<file path="src/rtl/image_filter.sv">
// image_filter: streaming 3x3 convolution over raster-order grayscale frames.
// Two line buffers plus a 3x3 window feed a registered product stage and a
// registered adder stage, so a result appears three edges after the pixel
// that completes its window.
// Build option: define IMAGE_FILTER_SAT_EN to clamp oversized sums to the
// largest OUT_W value. Without it the sum is truncated to OUT_W bits.
module image_filter #(
    parameter int IMG_W  = 10,
    parameter int IMG_H  = 10,
    parameter int PIX_W  = 8,
    parameter int COEF_W = 8,
    parameter int OUT_W  = 16
) (
    input  logic              clk,
    input  logic              rst,
    input  logic              coef_we,
    input  logic [3:0]        coef_addr,
    input  logic [COEF_W-1:0] coef_data,
    input  logic              pix_valid,
    input  logic [PIX_W-1:0]  pix_data,
    output logic              out_valid,
    output logic [OUT_W-1:0]  out_data,
    output logic [5:0]        out_idx,
    output logic              frame_done
);

    localparam int CW     = $clog2(IMG_W);
    localparam int RW     = $clog2(IMG_H);
    localparam int PROD_W = PIX_W + COEF_W;
    localparam int ACC_W  = PROD_W + 4;

    // Raster position of the incoming pixel and running result index.
    logic [CW-1:0] col_q, col_d;
    logic [RW-1:0] row_q, row_d;
    logic [5:0]    idx_q, idx_d;

    logic [COEF_W-1:0] coef_q [9];
    logic [PIX_W-1:0]  lb0_q  [IMG_W];   // previous row
    logic [PIX_W-1:0]  lb1_q  [IMG_W];   // row before that
    logic [PIX_W-1:0]  win_q  [9];       // index = 3*row + col, 0 = top-left
    logic [PIX_W-1:0]  col_in [3];       // new right-hand window column, top first

    logic              v0_q, fd0_q, v1_q, fd1_q;
    logic [5:0]        idx0_q, idx1_q;
    logic [PROD_W-1:0] prod_d [9];
    logic [PROD_W-1:0] prod_q [9];
    logic [ACC_W-1:0]  acc_sum;
    logic [OUT_W-1:0]  res_d;

    logic              out_valid_q, frame_done_q;
    logic [OUT_W-1:0]  out_data_q;
    logic [5:0]        out_idx_q;

    logic last_col, last_row, frame_end, win_done;

    assign last_col  = (col_q == CW'(IMG_W - 1));
    assign last_row  = (row_q == RW'(IMG_H - 1));
    assign frame_end = last_col && last_row;
    assign win_done  = pix_valid && (row_q >= RW'(2)) && (col_q >= CW'(2));

    assign col_in[0] = lb1_q[col_q];
    assign col_in[1] = lb0_q[col_q];
    assign col_in[2] = pix_data;

    // Advance the raster counters and result index on each accepted pixel.
    always_comb begin
        col_d = col_q;
        row_d = row_q;
        idx_d = idx_q;
        if (pix_valid) begin
            if (last_col) begin
                col_d = '0;
                row_d = last_row ? '0 : row_q + RW'(1);
            end else begin
                col_d = col_q + CW'(1);
            end
            if (win_done) begin
                idx_d = frame_end ? '0 : idx_q + 6'd1;
            end
        end
    end

    // Counter state registers.
    always_ff @(posedge clk or negedge rst) begin
        if (!rst) begin
            col_q <= '0;
            row_q <= '0;
            idx_q <= '0;
        end else begin
            col_q <= col_d;
            row_q <= row_d;
            idx_q <= idx_d;
        end
    end

    // Coefficient bank; addresses 9..15 match no entry and are dropped.
    always_ff @(posedge clk or negedge rst) begin
        if (!rst) begin
            for (int k = 0; k < 9; k++) coef_q[k] <= '0;
        end else if (coef_we) begin
            for (int k = 0; k < 9; k++) begin
                if (coef_addr == 4'(k)) coef_q[k] <= coef_data;
            end
        end
    end

    // Line buffers and window shift left by one column per accepted pixel.
    always_ff @(posedge clk or negedge rst) begin
        if (!rst) begin
            for (int i = 0; i < IMG_W; i++) begin
                lb0_q[i] <= '0;
                lb1_q[i] <= '0;
            end
            for (int k = 0; k < 9; k++) win_q[k] <= '0;
        end else if (pix_valid) begin
            lb1_q[col_q] <= lb0_q[col_q];
            lb0_q[col_q] <= pix_data;
            for (int r = 0; r < 3; r++) begin
                win_q[3*r]     <= win_q[3*r + 1];
                win_q[3*r + 1] <= win_q[3*r + 2];
                win_q[3*r + 2] <= col_in[r];
            end
        end
    end

    // One multiplier per window tap.
    for (genvar gi = 0; gi < 9; gi++) begin : g_prod
        assign prod_d[gi] = PROD_W'(coef_q[gi]) * PROD_W'(win_q[gi]);
    end

    // Sum the registered products at full precision.
    always_comb begin
        acc_sum = '0;
        for (int k = 0; k < 9; k++) acc_sum = acc_sum + ACC_W'(prod_q[k]);
    end

`ifdef IMAGE_FILTER_SAT_EN
    assign res_d = (acc_sum[ACC_W-1:OUT_W] != '0) ? '1 : acc_sum[OUT_W-1:0];
`else
    logic sum_unused;
    assign sum_unused = ^acc_sum[ACC_W-1:OUT_W];
    assign res_d      = acc_sum[OUT_W-1:0];
`endif

    // Pipeline: window tag stage, product stage, result stage.
    always_ff @(posedge clk or negedge rst) begin
        if (!rst) begin
            v0_q         <= 1'b0;
            fd0_q        <= 1'b0;
            idx0_q       <= '0;
            v1_q         <= 1'b0;
            fd1_q        <= 1'b0;
            idx1_q       <= '0;
            for (int k = 0; k < 9; k++) prod_q[k] <= '0;
            out_valid_q  <= 1'b0;
            frame_done_q <= 1'b0;
            out_data_q   <= '0;
            out_idx_q    <= '0;
        end else begin
            v0_q         <= win_done;
            fd0_q        <= win_done && frame_end;
            idx0_q       <= idx_q;
            v1_q         <= v0_q;
            fd1_q        <= fd0_q;
            idx1_q       <= idx0_q;
            for (int k = 0; k < 9; k++) prod_q[k] <= prod_d[k];
            out_valid_q  <= v1_q;
            frame_done_q <= fd1_q;
            out_idx_q    <= idx1_q;
            if (v1_q) out_data_q <= res_d;
        end
    end

    assign out_valid  = out_valid_q;
    assign out_data   = out_data_q;
    assign out_idx    = out_idx_q;
    assign frame_done = frame_done_q;

endmodule

</file>
<file path="config.mk">
export PLATFORM = sky130hd
export DESIGN_NAME = image_filter
export DESIGN_NICKNAME = d
export VERILOG_FILES = /design/src/rtl/image_filter.sv
export SDC_FILE = /design/constraint.sdc
export NUM_CORES = 2
export LEC_CHECK = 0
export ABC_AREA = 0
export CAP_MARGIN = 20
export CORE_ASPECT_RATIO = 1.25
export CORE_MARGIN = 3
export CORE_UTILIZATION = 65
export CTS_CLUSTER_SIZE = 28
export DETAILED_ROUTE_END_ITERATION = 10
export GPL_TIMING_DRIVEN = 0
export HOLD_SLACK_MARGIN = 0.15
export PLACE_DENSITY = 0.82
export SYNTH_ARGS = -nofsm -noshare
export SYNTH_HDL_FRONTEND = slang
export SYNTH_SLANG_ARGS = --single-unit
</file>
<file path="constraint.sdc">
create_clock -name clk -period 13.2 [get_ports clk]
set_clock_uncertainty 0.2 [all_clocks]
set_input_delay 2.64 -clock clk [delete_from_list [all_inputs] [get_ports clk]]
set_output_delay 2.64 -clock clk [all_outputs]
set_load 0.005 [all_outputs]
</file>
==> metrics.cfg <==
[finish]
seqCellArea_sq_um = 12600
fin_util_pct = 71.7
fillCellCount = 4221
final_layout_size_suffix_gt1_share_pct = 11.7
diodes = 0
nNetsFinal = 4523
multi_input_area_sq_um = 24800
area_growth_pct = 8.98

[critical_path]
reg2reg_depth = 17
crit_fanout = 9
slowest_delay_ns = 0.53
cp_cell_sequence = and2_1 > fa_1 > inv_1 > fa_1 > inv_1 > fa_1 > inv_1 > fa_1 > inv_1 > ha_1 > o21a_1 > o31a_1 > o211ai_2 > a21oi_1 > a2111oi_4 > a21oi_1 > xnor2_1
cp_data_required_time_ns = 13.42
timing.critical_path.from = win_q[18]
path_class = flip-flop to flip-flop
path_buf_inv = 4
critPathArrivalTime_ns = 5.32
rr_startpoint = win_q[18]
worstSetupEndpoint = prod_q[47]
reg2reg_to = prod_q[47]
cp-end-kind = flip-flop
cp-start-kind = flip-flop
critPathSlowestCell = fa_1
critical_path_depth = 17
rrSetupSlack_ns = 8.11
cp_top_family = adder cells

[clock_network]
cts-resized-gates = 0
tritoncts = yes
post_cts_buffers = 0
cts_max_level = 2
cts_root_buffer = clkbuf_16
cts.clk_slew.worst_paths_ns = 0.07
cts_buffers = 52
clockBufferDepth = 3
worstSkewPairLatency_ns = 0.61
clock_sinks = 502
ctsHoldBuffers = 2

[timing]
max_slew_margin_pct = 24.6
maxSlewViolCount = 0
fin_crit_sh_pct = 38.6
rsz0062_at_grt = no
final_hold_viol_count = 0
fmax_mhz = 196
finalSetupViolCount = 0
fin_crit_ns = 5.09
tightest_slew_ns = 1.13
setup_slack_ns = 8.11

[drt]
via_count = 26104
drc_errors = 0
via_per_inst = 5.67
drt_iter0_drc = 1467
wirelength_microns = 88300
dr.pass1.iters = 5
wl_met1_microns = 34700
antenna_left = 0
wl_met2_microns = 44300
wl_per_cell_microns = 19.2
topRoutingLayerUsed = met5
wl_met3_microns = 3560

[grt]
grt_overflow = 0
grt_pass1_wl_microns = 147000
grt_pass1_vias = 28499
grt.total_usage_pct = 28.6
grt_antenna_before_repair = 4
grt_max_degree = 129

[status]
status = complete, no violations

[synth]
ys_seq_elements = 502
syn-num-nets = 4416
ys_types = 69
synth_edf_count = 0
synthesis.instances = 3626
synth.top_cell.area_share_pct = 31.3
yosysSeqAreaShare_pct = 31.3
yosysWarnings = 0
yosys.area.top_type = dfrtp_1
syn_area_sq_um = 40100
async_flop_share_pct = 100
synthFlopType = dfrtp_1
avgSynthCellArea_sq_um = 11.1
synthTopCellsByArea = dfrtp_1 31%, fa_1 21%, ha_1 11%

[min_path]
hold_path_class = flip-flop to flip-flop

[floorplan]
dieArea_sq_um = 64700
io_pins = 48
initial_core_util_pct = 65.8
core_area_sq_um = 60900
rows = 101
die_w_microns = 228
die_height_microns = 284

[placement]
place_ws_ns = 7.72
io_buffers = 45
hpwl_microns = 68000
gp_congestion = 0.899

[flow_run]
cap_violations = 0

-- cells by family (layout without fill, tap and decap cells) --
kind of cell,Yosys count,in the layout,synth area share (%)
compound gates,367,367,6.28
buf+inv,683,833,6.85
flops,502,502,31.3
simple gates,917,917,12.4
xor+xnor,123,123,2.69
mux,268,268,8.52
fa+ha+maj,766,766,31.9
-- Yosys cell counts, types with 7 or more instances --
library cell / count
o31a_1: 10
o31ai_1: 7
nor2b_1: 19
and2_1: 485
nand3_1: 24
mux4_1: 10
nand2_1: 172
o21ai_1: 19
fa_1: 425
xnor2_1: 112
o211ai_2: 9
nand2b_1: 14
buf_4: 22
nor2_1: 139
o21a_1: 32
buf_2: 16
a211oi_1: 7
a21o_1: 8
clkbuf_1: 36
xor2_1: 11
mux2_2: 228
a22oi_1: 16
dfrtp_1: 502
and3_1: 15
a2111oi_4: 9
mux4_2: 22
ha_1: 341
nor3_1: 13
a21oi_2: 7
inv_1: 601
a21oi_1: 164
o21ai_0: 39
a2bb2oi_1: 10
-- layer usage --
layer,global-route usage [%],up-vias
met2,49.2,601
met1,35.2,13445
met5,0,-
met3,3.47,253
li1,-,11803
met4,15.8,2
-- layout make-up --
type,count,area share (%)
Tap cell,824,2.36
Inverter,601,5.16
Clock inverter,27,0.991
Multi-Input combinational cell,2441,56.7
Buffer,82,1.12
Clock buffer,70,3.46
Sequential cell,502,28.8
Timing Repair Buffer,53,1.43
-- worst min path at each step --
stage	start	end	slack [ns]	depth (start not counted)
after floorplan	fd0_q	fd1_q	0.13	0
after global placement	idx0_q[0]	idx1_q[0]	0.13	0
after detailed placement	idx0_q[2]	idx1_q[2]	0.13	0
after CTS	idx1_q[1]	out_idx[1]	0.15	0
after global routing	idx0_q[3]	idx1_q[3]	0.16	0
final	idx1_q[1]	out_idx[1]	0.15	0
-- flip-flops by register name, summed over array words and instances (netlist names), 6 cells and up --
signal    cells
win_q        72
coef_q       72
idx_q         6
idx1_q        6
out_idx       6
lb1_q        80
lb0_q        80
prod_q      144
out_data     16
idx0_q        6
-- stage by stage --
step | TNS, ns | cell area [sq um] | hold slack [ns] | std cells
2_1_floorplan | 0 | 40100 | 0.131 | 3626
3_3_place_gp | -6275.31 | 41600 | 0.131 | 4495
3_5_place_dp | 0 | 41700 | 0.135 | 4500
4_1_cts | 0 | 43700 | 0.152 | 4599
5_1_grt | 0 | 43700 | 0.160 | 4600
6_report | 0 | 43700 | 0.146 | 4600
-- worst register-to-register path: cells and delay by family (launching register included) --
kind            cells  cell delay [ns]
fa+ha+maj           5             2.31
compound gates      6             0.99
flops               1             0.49
xor+xnor            1             0.49
simple gates        1             0.24
buf+inv             4             0.20
-- cell usage in the layout (no fill, tap or decap), drive strengths merged, types with 6 or more instances in the layout --
cell type,count
a2111oi,9
a211oi,8
a21o,8
a21oi,171
a22oi,16
a2bb2oi,15
a31oi,6
and2,485
and3,15
buf,52
bufinv,10
clkbuf,106
clkdlybuf4s50,44
clkinv,9
clkinvlp,7
dfrtp,502
fa,425
ha,341
inv,602
mux2,234
mux4,32
nand2,173
nand2b,14
nand3,25
nor2,141
nor2b,19
nor3,17
nor4,6
o211ai,10
o21a,32
o21ai,59
o31a,10
o31ai,7
or3,6
xnor2,112
xor2,11
Power is left out: the tool's default activity adds up to more than one toggle a clock period on the data nets, which glitch-free logic cannot reach.
